## src/rtl/inst_fetch.sv

```systemverilog
// -----------------------------------------------------------------------------
// inst_fetch
// Fetch stage sitting between a combinational instruction ROM and decode.
// Holds the PC, drives the ROM address and chip enable, captures each returned
// word together with its PC into a small FIFO, and presents the FIFO head to
// decode over a valid/ready handshake. A branch flushes the FIFO and reloads
// the PC with the word-aligned target.
//
// Ports:
//   clk_i            rising-edge clock
//   rst_n_i          asynchronous active-low reset
//   inst_rom_addr_o  ROM byte address (current PC)
//   inst_rom_ce_o    ROM chip enable (run flag, set one edge after reset)
//   inst_rom_data_i  ROM data, valid in the same cycle as the address
//   branch_flag_i    redirect request
//   branch_target_i  redirect PC (low two bits ignored)
//   id_ready_i       decode accepts the head entry this cycle
//   if_valid_o       head entry valid
//   if_inst_o        head instruction (0 when empty)
//   if_pc_o          PC of head instruction (0 when empty)
// -----------------------------------------------------------------------------
module inst_fetch #(
    parameter logic [31:0] RESET_PC   = 32'h0000_0000,
    parameter int          FIFO_DEPTH = 2
) (
    input  logic        clk_i,
    input  logic        rst_n_i,
    output logic [31:0] inst_rom_addr_o,
    output logic        inst_rom_ce_o,
    input  logic [31:0] inst_rom_data_i,
    input  logic        branch_flag_i,
    input  logic [31:0] branch_target_i,
    input  logic        id_ready_i,
    output logic        if_valid_o,
    output logic [31:0] if_inst_o,
    output logic [31:0] if_pc_o
);

    localparam int AW = $clog2(FIFO_DEPTH);
    localparam int CW = AW + 1;
    localparam logic [CW-1:0] DEPTH_C = CW'(FIFO_DEPTH);
    localparam logic [AW-1:0] PTR_ONE = AW'(1);
    localparam logic [CW-1:0] CNT_ONE = CW'(1);

    logic          ce_r;
    logic [31:0]   pc_r;
    logic [CW-1:0] count_r;
    logic [AW-1:0] head_r;
    logic [AW-1:0] tail_r;
    logic [31:0]   fifo_pc_r   [FIFO_DEPTH];
    logic [31:0]   fifo_inst_r [FIFO_DEPTH];

    logic          valid_s;
    logic          pop_s;
    logic          push_s;
    logic          flush_s;

    // Handshake and fetch qualifiers; a pop frees a slot so a full FIFO can still accept
    always_comb begin
        valid_s = (count_r != {CW{1'b0}});
        pop_s   = valid_s & id_ready_i;
        flush_s = ce_r & branch_flag_i;
        push_s  = ce_r & ((count_r < DEPTH_C) | pop_s) & ~branch_flag_i;
    end

    // Run flag and PC; branch only takes effect once the run flag is set
    always_ff @(posedge clk_i or negedge rst_n_i) begin
        if (!rst_n_i) begin
            ce_r <= 1'b0;
            pc_r <= RESET_PC;
        end else if (!ce_r) begin
            ce_r <= 1'b1;
            pc_r <= pc_r;
        end else if (branch_flag_i) begin
            ce_r <= 1'b1;
            pc_r <= branch_target_i & 32'hFFFF_FFFC;
        end else if (push_s) begin
            ce_r <= 1'b1;
            pc_r <= pc_r + 32'd4;
        end else begin
            ce_r <= 1'b1;
            pc_r <= pc_r;
        end
    end

    // FIFO pointers and occupancy; a flush overrides any coincident push or pop
    always_ff @(posedge clk_i or negedge rst_n_i) begin
        if (!rst_n_i) begin
            head_r  <= {AW{1'b0}};
            tail_r  <= {AW{1'b0}};
            count_r <= {CW{1'b0}};
        end else if (flush_s) begin
            head_r  <= {AW{1'b0}};
            tail_r  <= {AW{1'b0}};
            count_r <= {CW{1'b0}};
        end else begin
            head_r <= pop_s  ? head_r + PTR_ONE : head_r;
            tail_r <= push_s ? tail_r + PTR_ONE : tail_r;
            case ({push_s, pop_s})
                2'b10:   count_r <= count_r + CNT_ONE;
                2'b01:   count_r <= count_r - CNT_ONE;
                default: count_r <= count_r;
            endcase
        end
    end

    // FIFO storage: capture the PC with the ROM word fetched from it
    always_ff @(posedge clk_i or negedge rst_n_i) begin
        if (!rst_n_i) begin
            for (int i = 0; i < FIFO_DEPTH; i++) begin
                fifo_pc_r[i]   <= 32'h0000_0000;
                fifo_inst_r[i] <= 32'h0000_0000;
            end
        end else if (push_s) begin
            fifo_pc_r[tail_r]   <= pc_r;
            fifo_inst_r[tail_r] <= inst_rom_data_i;
        end else begin
            for (int i = 0; i < FIFO_DEPTH; i++) begin
                fifo_pc_r[i]   <= fifo_pc_r[i];
                fifo_inst_r[i] <= fifo_inst_r[i];
            end
        end
    end

    // Head presentation; zeroed when empty so decode never sees stale entries
    always_comb begin
        if (valid_s) begin
            if_inst_o = fifo_inst_r[head_r];
            if_pc_o   = fifo_pc_r[head_r];
        end else begin
            if_inst_o = 32'h0000_0000;
            if_pc_o   = 32'h0000_0000;
        end
    end

    assign if_valid_o      = valid_s;
    assign inst_rom_addr_o = pc_r;
    assign inst_rom_ce_o   = ce_r;

endmodule

```

## config.mk

```make
export PLATFORM = sky130hd
export DESIGN_NAME = inst_fetch
export DESIGN_NICKNAME = d
export VERILOG_FILES = /design/src/rtl/inst_fetch.sv
export SDC_FILE = /design/constraint.sdc
export NUM_CORES = 1
export LEC_CHECK = 0
export CAP_MARGIN = 0
export CORE_MARGIN = 2
export CORE_UTILIZATION = 55
export CTS_CLUSTER_DIAMETER = 80
export DETAILED_ROUTE_END_ITERATION = 8
export PLACE_DENSITY = 0.86
export SETUP_SLACK_MARGIN = 0.02
export SLEW_MARGIN = 40
export SYNTH_ARGS = -nofsm -noshare
export SYNTH_HDL_FRONTEND = slang
export SYNTH_SLANG_ARGS = --single-unit
```

## constraint.sdc

```tcl
create_clock -name clk_i -period 3.7 [get_ports clk_i]
set_clock_uncertainty 0.05 [all_clocks]
set_input_delay 0.74 -clock clk_i [delete_from_list [all_inputs] [get_ports clk_i]]
set_output_delay 0.74 -clock clk_i [all_outputs]
set_load 0.005 [all_outputs]
```

==> metrics.md, run 1 <==
| Metric | Value |
|---|---|
| Final number of hold-violating endpoints | `0` |
| Ratio of routed vias to standard cells | `between 5 and 6` |
| Wire length of the first global-routing pass | `between 30000 and 40000 µm` |
| Max-cap violations | `0` |
| Worst IR drop on VDD | `368.0 µV` |
| Biggest area consumer among synthesized cells | `dfrtp_1` |
| Chip width | `about 120 µm` |
| Total vias in the final route | `between 5000 and 6000` |
| Static Leakage | `roughly 4.2 nW` |
| Clock tree from TritonCTS | `built` |
| Post-CTS setup repair buffer count | `0` |
| Number of I/O port buffers | `159` |
| DR pass1 iterations | `5` |
| Source-to-sink clock delay at the later pin of the worst-skew pair | `430 ps` |
| Total length of routed wires | `around 19000 µm` |
| Setup-violating endpoint count in the final report | `0` |
| Max-slew headroom at the worst pin | `0.5672` |
| Post-synth EDFFs | `0` |
| CP max stage cell | `dfrtp_4` |
| Shortest period the worst path allows | `3118 ps` |
| Io pins | `~170` |
| Final-stage net count | `~890` |
| Most frequent cells in the layout | `dfrtp_1, clkdlybuf4s50_1, mux2_2, nor2_1, mux2i_1` |
| Critical path data required time | `around 2900 ps` |
| Synth Warn # | `0` |
| R2R setup slack | `between 1000 and 1500 ps` |
| Ratio of total power to cell area | `603.9 nW/µm²` |
| Transition time at the pin with the least slew margin | `between 600 and 700 ps` |
| DRC violation count after routing | `0` |
| Via count of the first global-routing pass | `~6200` |
| Endpoint of the worst register-to-register path | `fifo_inst_r[32]` |
| Endpoint arrival time on the critical path | `around 2300 ps` |
| Detailed router's first-iteration violation count | `between 300 and 400` |
| CTS sink cnt | `roughly 160` |
| Cell count after synthesis | `roughly 660` |
| Total core area | `13830 µm²` |
| N_diodes | `0` |
| Area of the die | `between 15000 and 20000 µm²` |
| Routed wire length per instance | `19.12 µm` |
| Achievable frequency | `0.3207 GHz` |
| Count of cell types in the netlist | `52` |
| Top cell type's share of synthesized area | `0.5149` |
| Clock root cell | `clkbuf_16` |
| Share of final-layout standard cells stronger than drive strength 1 | `0.2284` |
| Routability congestion estimate from global placement | `0.8955` |
| Antenna violations before repair | `0` |
| Highest fanout seen on the critical path | `21` |
| Synth top area cells | `dfrtp_1, mux2_2, mux2i_1` |
| Hold buffer count at CTS | `0` |
| CTS max path bufs | `2` |
| Layout Area Growth over Synthesis | `31.33%` |
| Total grt overflow | `0` |
| Worst min-delay path class | `in2async` |
| Crit. End Element | `output port` |
| Critical path class | `reg2out` |
| GRT Util Overall | `0.2734` |
| Type of element launching the critical path | `register` |
| Top FF cell, synth | `dfrtp_1` |
| Clock transition at the register clock pins on the worst setup and hold paths after CTS | `approximately 60 ps` |
| Run status | `complete, no violations` |
| Post-synthesis area per instance | `11.64 µm²` |
| Sum of net half-perimeters after detailed placement | `around 13000 µm` |
| Worst path max stage delay | `670 ps` |
| Worst hold slack after final layout | `between 200 and 250 ps` |
| Area of the mapped netlist | `7727 µm²` |
| Largest net degree at the start of global routing | `62` |
| #FFs+latches synth | `~160` |
| Number of buffers inserted during clock tree synthesis | `17` |
| Setup TNS after final layout | `0 ps` |
| Post-cts repair resize count | `0` |
| Worst reg2reg startpoint | `inst_rom_ce_o` |
| Fraction of synthesis flops using an asynchronous set or reset pin | `1.000` |
| Routed Antenna Nets | `0` |
| Ordered cell list for the critical path | `buf_4 > mux2i_1 > nor2_1 > clkdlybuf4s50_1` |
| Number of placement rows | `43` |
| Depth of the CTS H-tree | `4` |
| Count of final max-slew check failures | `0` |
| Initial Utilization | `0.5589` |
| Unrepaired setup endpoints after global routing | `no` |
| Part of the cycle the worst path needs | `0.8428` |
| Reg2reg path depth | `5` |
| Sequential cell area fraction in the yosys report | `0.5149` |
| Die Y | `between 100 and 150 µm` |
worst max-delay path by stage:
stage                     slack, ps         endpoint  cells after the start     startpoint
after floorplan                1470   fifo_inst_r[0]                      5  branch_flag_i
after global placement          660  fifo_inst_r[44]                      6  branch_flag_i
after detailed placement        640  fifo_inst_r[32]                      6  branch_flag_i
after CTS                       550    if_inst_o[20]                      4         head_r
after global routing            470     if_inst_o[5]                      4         head_r
final                           580    if_inst_o[20]                      4         head_r
stage by stage:
stage	power [W]	utilization	worst slack [ps]	area [µm²]	instances
2_1_floorplan	0.003587	-	1470	7739	667
3_3_place_gp	0.004284	0.6903	663.6	9545	980
3_5_place_dp	0.004409	0.6903	638.2	9545	980
4_1_cts	0.006165	0.7340	548.3	10150	1012
5_1_grt	0.006480	0.7340	465.7	10150	1012
6_report	0.006129	0.7340	581.8	10150	1012
cells in the mapped netlist, types with 4 or more instances:
library cell	instances
a211oi_1	4
a21oi_1	15
a22oi_1	8
a311oi_1	4
and3_1	8
buf_1	4
buf_2	8
buf_4	5
clkbuf_1	26
dfrtp_1	159
inv_1	4
mux2_2	127
mux2i_1	66
nand2_1	23
nand3_1	16
nand4_1	10
nor2_1	90
nor2b_1	6
nor3_1	8
o21ai_0	21
o22ai_1	5
worst max-delay path, delay by kind of cell (launching register included):
family	cells	cell delay (ps)
buffers and inverters	2	910
muxes	1	250
DFF	1	670
and+or+nand+nor	1	60
flip-flops by register name, indices dropped and copies added (netlist names):
signal / flops
fifo_inst_r: 64
fifo_pc_r: 60
head_r: 1
inst_rom_ce_o: 1
count_r: 2
inst_rom_addr_o: 30
tail_r: 1
kinds of logic (layout without fill, tap and decap cells):
group           after synthesis  count (layout)  synth area share
xor+xnor                      1               1          0.001134
fa+ha+maj                     1               1          0.001619
flops                       159             159            0.5149
mux                         193             193            0.2706
simple gates                182             182            0.1167
compound gates               77              77           0.06558
other cells                   2               5         0.0009719
buf+inv                      49             214           0.02850
power breakdown:
group          internal [W]  switching, W  total, W  leakage, nW
registers           0.00225      0.000390   0.00264         1.87
logic               0.00106      0.000673   0.00174         2.00
clock network       0.00109      0.000661   0.00175        0.296
final cells by class:
| type | instances | area, µm² |
|---|---|---|
| Sequential cell | 159 | 3983 |
| Fill cell | 911 | 3679 |
| Multi-Input combinational cell | 459 | 3566 |
| Timing Repair Buffer | 177 | 1753 |
| Clock buffer | 29 | 560.5 |
| Tap cell | 180 | 225.2 |
| Clock inverter | 3 | 42.54 |
| Inverter | 5 | 18.77 |
metal layers:
layer  wire (µm)  track usage  vias up  part of all wire
met5           0            0        -                 0
met4         391      0.09842        0             0.020
met3        1499      0.07714       39             0.077
met2        9590       0.4507      248              0.50
met1        7866       0.3459     2978              0.41
li1            -            -     2697                 -
(Power assumes the default switching activity.)
==> inputs of run 2 (changes only) <==
- CORE_UTILIZATION: 55 -> 46
- PLACE_DENSITY: 0.86 -> 0.76
- clock period: 3.7 -> 2.7 ns (I/O delays scaled with it)
==> run 2 against run 1 <==
  * Design area up 2.7%
  * Register-to-register slack got worse by 630 ps
  * Hold slack improved by 210 ps
  * Wire length is 1.2% higher
  * Die area grew 19%
  * Clock power grew 50%
==> metrics.md, run 2 (synthesized netlist as in run 1, its figures left out) <==
| Metric | Value |
|---|---|
| Internal Power | `0.006294 W (was 0.004405 W)` |
| Post-layout utilization of the core | `0.6304 (was 0.7340)` |
| Clock Power Share | `0.302 (was 0.285)` |
| Run status | `complete, no violations (unchanged)` |
| Number of I/O port buffers | `159 (unchanged)` |
| Final-stage net count | `901 (was 888)` |
| Sequential share of power | `0.410 (was 0.431)` |
| Setup-violating endpoint count in the final report | `0 (unchanged)` |
| Largest net degree at the start of global routing | `94 (was 62)` |
| Area of the die | `17850 µm² (was 15010 µm²)` |
| Static Leakage | `4.279 nW (was 4.168 nW)` |
| Detailed router's first-iteration violation count | `549 (was 383)` |
| Count of final max-slew check failures | `0 (unchanged)` |
| Layout Area Growth over Synthesis | `34.81% (was 31.33%)` |
| Number of fill cells | `1286 (was 911)` |
| Chip width | `133.6 µm (was 122.5 µm)` |
| Highest fanout seen on the critical path | `24 (was 21)` |
| Shortest period the worst path allows | `2531 ps` |
| DRC violation count after routing | `0 (unchanged)` |
| Total grt overflow | `0 (unchanged)` |
| Routed wire length per instance | `18.38 µm (was 19.12 µm)` |
| R2R setup slack | `530 ps (was 1160 ps)` |
| Endpoint arrival time on the critical path | `1940 ps (was 2330 ps)` |
| Logic gate share of total power | `0.288 (was 0.283)` |
| CTS sink cnt | `159 (unchanged)` |
| Share of final-layout standard cells stronger than drive strength 1 | `0.2402 (was 0.2284)` |
| Number of placement rows | `47 (was 43)` |
| Source-to-sink clock delay at the later pin of the worst-skew pair | `430 ps (about the same)` |
| Clock transition at the register clock pins on the worst setup and hold paths after CTS | `60 ps (about the same)` |
| Flip-flop count of the largest register after layout | `64 (unchanged)` |
| Transition time at the pin with the least slew margin | `563.4 ps (was 644.8 ps)` |
| Clock root cell | `clkbuf_16 (unchanged)` |
| Worst IR drop on VDD | `494.5 µV (was 368.0 µV)` |
| Die Y | `133.6 µm (was 122.5 µm)` |
| Crit. End Element | `output port (unchanged)` |
| Via count of the first global-routing pass | `6180 (was 6217)` |
| Final number of hold-violating endpoints | `0 (unchanged)` |
| Achievable frequency | `about 0.40 GHz` |
| Wire length of the first global-routing pass | `31730 µm (was 31460 µm)` |
| Total vias in the final route | `5942 (was 5962)` |
| Antenna violations before repair | `0 (unchanged)` |
| Worst min-delay path class | `reg2reg (was in2async)` |
| Critical path class | `reg2out (unchanged)` |
| Max-slew headroom at the worst pin | `0.6244 (was 0.5672)` |
| Max-cap violations | `0 (unchanged)` |
| Register name with the most flops | `fifo_inst_r (unchanged)` |
| GRT Util Overall | `0.2262 (was 0.2734)` |
| Routed Antenna Nets | `0 (unchanged)` |
| Type of element launching the critical path | `register (unchanged)` |
| Clock tree from TritonCTS | `built (unchanged)` |
| Unrepaired setup endpoints after global routing | `no (unchanged)` |
| Number of buffers inserted during clock tree synthesis | `17 (unchanged)` |
| Net switching share of the total power | `0.2758 (was 0.2813)` |
| Routability congestion estimate from global placement | `0.8273 (was 0.8955)` |
| Ratio of total power to cell area | `834.3 nW/µm² (was 603.9 nW/µm²)` |
| Total core area | `16520 µm² (was 13830 µm²)` |
| Io pins | `166 (unchanged)` |
| Depth of the CTS H-tree | `4 (unchanged)` |
| Critical path data required time | `2110 ps (was 2910 ps)` |
| Ratio of routed vias to standard cells | `5.579 (was 5.891)` |
| Sum of net half-perimeters after detailed placement | `13400 µm (was 13350 µm)` |
| Setup TNS after final layout | `0 ps (unchanged)` |
| CTS max path bufs | `2 (unchanged)` |
| Total net switching power | `0.002397 W (was 0.001724 W)` |
| Initial Utilization | `0.4676 (was 0.5589)` |
| Total length of routed wires | `19580 µm (was 19350 µm)` |
| Most frequent cells in the layout | `dfrtp_1, clkdlybuf4s50_1, mux2_2, nor2_1, mux2i_1 (unchanged)` |
| DR pass1 iterations | `5 (unchanged)` |
| Part of the cycle the worst path needs | `0.9373` |
| N_diodes | `0 (unchanged)` |
run 2: cell types whose count changed in the layout (fill, tap and decap cells not counted), sizes merged:
cell	delta
dlygate4sd3	+1
clkbuf	-8
clkinv	+4
bufinv	+4
buf	+12
run 2: power groups by stage:
stage	combinational, W	clock (W)	sequential [W]
floorplan	0.00148	0	0.00343
global placement	0.00238	0	0.00357
detailed placement	0.00245	0	0.00364
CTS	0.00254	0.00268	0.00356
global route	0.00272	0.00279	0.00366
finish	0.00250	0.00263	0.00356
run 2: through the flow:
step / power (W) / hold WS (ps) / setup WS (ps) / area [µm²] / instances
after detailed placement: 0.006088 / 352.3 / 153.6 / 9733 / 1030
after CTS: 0.008779 / 457.0 / 148.2 / 10420 / 1065
after global placement: 0.005950 / 346.7 / 172.9 / 9733 / 1030
after global routing: 0.009160 / 462.7 / 54.68 / 10420 / 1065
after floorplan: 0.004915 / 194.4 / 669.9 / 7739 / 667
final: 0.008691 / 453.2 / 169.3 / 10420 / 1065
run 2: layout make-up:
class,count,area (µm²),share of cell area
clock inverters,11,186.4,0.01790
inverters,5,18.77,0.001802
multi-input cells,459,3566,0.3423
repair buffers,190,1928,0.1851
clock buffers,21,460.4,0.04420
well taps,220,275.3,0.02642
flip-flops and latches,159,3983,0.3823
run 2: worst max-delay path: stages, from the launching register on:
cell and delay (ps):
dfrtp_4 530, buf_12 200, mux2i_1 140, nor2_1 130, clkdlybuf4s50_1 520
run 2: worst paths after layout:
| kind | from | end | cells past startpoint |
|---|---|---|---|
| worst min-delay path | fifo_inst_r[28] | fifo_inst_r[28] | 1 |
| min in group asynchronous | rst_n_i | fifo_pc_r[45] | 2 |
| worst min register to register | fifo_inst_r[28] | fifo_inst_r[28] | 1 |
| worst max register to register | inst_rom_addr_o[12] | inst_rom_addr_o[25] | 5 |
| max in group asynchronous | rst_n_i | fifo_inst_r[35] | 3 |
| worst max-delay path | head_r | if_inst_o[28] | 4 |
run 2: metal layers:
metal / GRT usage / share of wire
met2: 0.3832 / 0.50
met1: 0.2786 / 0.41
met4: 0.07447 / 0.017
met3: 0.06659 / 0.075
met5: 0 / 0
run 2: timing repair:
item / CTS / global route
hold buffers: 1 / 0
endpoints found under the setup margin: 45 / 0
hold endpoints to repair: 21 / 0
buffers inserted: 2 / 0
gates resized for setup: 0 / 0
==> inputs of run 3 (changes only) <==
- CORE_MARGIN: 2 -> 4
- CORE_UTILIZATION: 46 -> 55
- DONT_BUFFER_PORTS: unset -> 1
- PLACE_DENSITY: 0.76 -> 0.73
- SKIP_LAST_GASP: unset -> 1
==> run 3 against run 2 <==
  * The flow now finishes with violations (negative hold slack)
  * Clock-buffer cell count increased by 1
  * Design area down 18%
  * Sequential share of layout area rose by 8.2 points
  * Fmax rose by 3.2%
  * First-iteration DRC count shrank 47%
  * Non-clock buffer count down 174
  * Largest cell class unchanged
  * Largest power group unchanged
==> metrics.md, run 3 (synthesized netlist as in run 1, its figures left out) <==
| Metric | Value |
|---|---|
| Run status | `finished with violations (was complete, no violations)` |
| Violations in the final reports | `negative hold slack` |
| Clock Power Share | `0.315 (was 0.302)` |
| Total core area | `13830 µm² (was 16520 µm²)` |
| Commonest non-fill, non-tap cell in the layout | `dfrtp_1` |
| Net switching share of the total power | `0.2832 (was 0.2758)` |
| Largest net degree at the start of global routing | `160 (was 94)` |
| Critical path class | `reg2out (unchanged)` |
| Shortest period the worst path allows | `2452 ps (was 2531 ps)` |
| Sum of net half-perimeters after detailed placement | `12230 µm (was 13400 µm)` |
| Unrepaired setup endpoints after global routing | `no (unchanged)` |
| DRC violation count after routing | `0 (unchanged)` |
| Worst IR drop on VDD | `525.5 µV (was 494.5 µV)` |
| Achievable frequency | `0.4079 GHz (was 0.3951 GHz)` |
| Critical path data required time | `2110 ps (about the same)` |
| Part of the cycle the worst path needs | `0.9080 (was 0.9373)` |
| Total vias in the final route | `5282 (was 5942)` |
| Total net switching power | `0.002198 W (was 0.002397 W)` |
| Internal Power | `0.005565 W (was 0.006294 W)` |
| Transition time at the pin with the least slew margin | `628.2 ps (was 563.4 ps)` |
| Final std cells w/o fill | `851 (was 1065)` |
| Ratio of total power to cell area | `904.3 nW/µm² (was 834.3 nW/µm²)` |
| Sequential share of power | `0.470 (was 0.410)` |
| Final number of hold-violating endpoints | `159 (was 0)` |
| Count of final max-slew check failures | `0 (unchanged)` |
| Chip width | `126.5 µm (was 133.6 µm)` |
| Endpoint arrival time on the critical path | `1860 ps (was 1940 ps)` |
| Clock tree from TritonCTS | `built (unchanged)` |
| Detailed router's first-iteration violation count | `290 (was 549)` |
| Wire length of the first global-routing pass | `29400 µm (was 31730 µm)` |
| Source-to-sink clock delay at the later pin of the worst-skew pair | `420 ps (was 430 ps)` |
| Logic gate share of total power | `0.214 (was 0.288)` |
| Highest fanout seen on the critical path | `31 (was 24)` |
| Max-slew headroom at the worst pin | `0.5784 (was 0.6244)` |
| Worst reg2reg startpoint | `inst_rom_addr_o[2] (was inst_rom_addr_o[12])` |
| Clock root cell | `clkbuf_16 (unchanged)` |
| Post-CTS setup repair buffer count | `0 (was 2)` |
| Share of final-layout standard cells stronger than drive strength 1 | `0.2791 (was 0.2402)` |
| Routed wire length per instance | `21.14 µm (was 18.38 µm)` |
| Setup-violating endpoint count in the final report | `0 (unchanged)` |
| Final-stage net count | `727 (was 901)` |
| Number of fill cells | `1080 (was 1286)` |
| Antenna violations before repair | `1 (was 0)` |
| Placed cells | `819 (was 1030)` |
| Area of the die | `16010 µm² (was 17850 µm²)` |
| Ratio of routed vias to standard cells | `6.207 (was 5.579)` |
| Initial Utilization | `0.5589 (was 0.4676)` |
| Type of element launching the critical path | `register (unchanged)` |
| Via count of the first global-routing pass | `5623 (was 6180)` |
| Depth of the CTS H-tree | `4 (unchanged)` |
| R2R setup slack | `460 ps (was 530 ps)` |
| Flip-flop count of the largest register after layout | `64 (unchanged)` |
| Max-cap violations | `0 (unchanged)` |
| Static Leakage | `3.570 nW (was 4.279 nW)` |
| Post-cts repair resize count | `0 (unchanged)` |
| GRT Util Overall | `0.2297 (was 0.2262)` |
| Clock transition at the register clock pins on the worst setup and hold paths after CTS | `60 ps (about the same)` |
| Routability congestion estimate from global placement | `0.8486 (was 0.8273)` |
| Final total power | `0.007763 W (was 0.008691 W)` |
| Total length of routed wires | `17990 µm (was 19580 µm)` |
| Number of buffers inserted during clock tree synthesis | `17 (unchanged)` |
| Register name with the most flops | `fifo_inst_r (unchanged)` |
| Setup TNS after final layout | `0 ps (unchanged)` |
| Io pins | `166 (unchanged)` |
| Die Y | `126.5 µm (was 133.6 µm)` |
| Total grt overflow | `0 (unchanged)` |
| Endpoint of the worst register-to-register path | `inst_rom_addr_o[25] (unchanged)` |
| Worst hold slack after final layout | `-228.8 ps (was 453.2 ps)` |
| Worst min-delay path class | `in2async (was reg2reg)` |
| Routed Antenna Nets | `0 (unchanged)` |
| Layout Area Growth over Synthesis | `11.09% (was 34.81%)` |
| Number of I/O port buffers | `0 (was 159)` |
| Reg2reg path depth | `5 (unchanged)` |
| Crit. End Element | `output port (unchanged)` |
| Number of placement rows | `43 (was 47)` |
| DR pass1 iterations | `5 (unchanged)` |
| Most frequent cells in the layout | `dfrtp_1, mux2_2, nor2_1, mux2i_1, nand2_1 (was dfrtp_1, clkdlybuf4s50_1, mux2_2, nor2_1, mux2i_1)` |
| CTS sink cnt | `159 (unchanged)` |
| CTS max path bufs | `2 (unchanged)` |
## run 3: cell count changes in the layout (fill, tap and decap cells not counted), moves of 2 or more
cell,before,now
clkdlybuf4s50_1,158,0
buf_12,8,5
buf_4,22,11
bufinv_16,5,3
clkinv_2,4,2
## run 3: worst max-delay path: stages (launching register included)
cell     delay (ps)
dfrtp_4         820
buf_4           320
mux2i_1         220
nor2_1           70
## run 3: worst max path at each step
stage,from,cells after the start,end
after floorplan,branch_flag_i,5,fifo_inst_r[0]
after global placement,inst_rom_addr_o[2],5,inst_rom_addr_o[25]
after detailed placement,inst_rom_addr_o[2],5,inst_rom_addr_o[25]
after CTS,head_r,3,if_pc_o[20]
after global routing,head_r,3,if_pc_o[14]
final,head_r,3,if_pc_o[20]
## run 3: layer usage
| metal | global-route usage | up-vias | share of wire |
|---|---|---|---|
| li1 | - | 2375 | - |
| met1 | 0.2821 | 2688 | 0.40 |
| met2 | 0.3776 | 186 | 0.49 |
| met3 | 0.08379 | 31 | 0.089 |
| met4 | 0.07760 | 2 | 0.020 |
| met5 | 0 | - | 0.00067 |
## run 3: cell type report
| cell class | count | area [µm²] | area share |
|---|---|---|---|
| Antenna cell | 1 | 2.502 | 0.0002915 |
| Timing Repair Buffer | 16 | 182.7 | 0.02128 |
| Inverter | 5 | 18.77 | 0.002186 |
| Clock buffer | 22 | 474.2 | 0.05524 |
| Multi-Input combinational cell | 459 | 3566 | 0.4154 |
| Clock inverter | 9 | 132.6 | 0.01545 |
| Tap cell | 180 | 225.2 | 0.02624 |
| Sequential cell | 159 | 3983 | 0.4639 |
## run 3: through the flow
stage | util | setup WS, ps | instance area (µm²)
after global routing | 0.6207 | 133.0 | 8582
after CTS | 0.6207 | 210.0 | 8582
final | 0.6208 | 248.4 | 8584
after floorplan | - | 669.9 | 7739
after detailed placement | 0.5768 | 464.4 | 7975
after global placement | 0.5768 | 518.9 | 7975
## run 3: power by group through the flow
stage	combinational, W	clock [W]	sequential, W
detailed placement	0.00169	0	0.00370
global route	0.00185	0.00260	0.00375
finish	0.00166	0.00245	0.00365
floorplan	0.00148	0	0.00343
global placement	0.00160	0	0.00363
CTS	0.00169	0.00251	0.00365
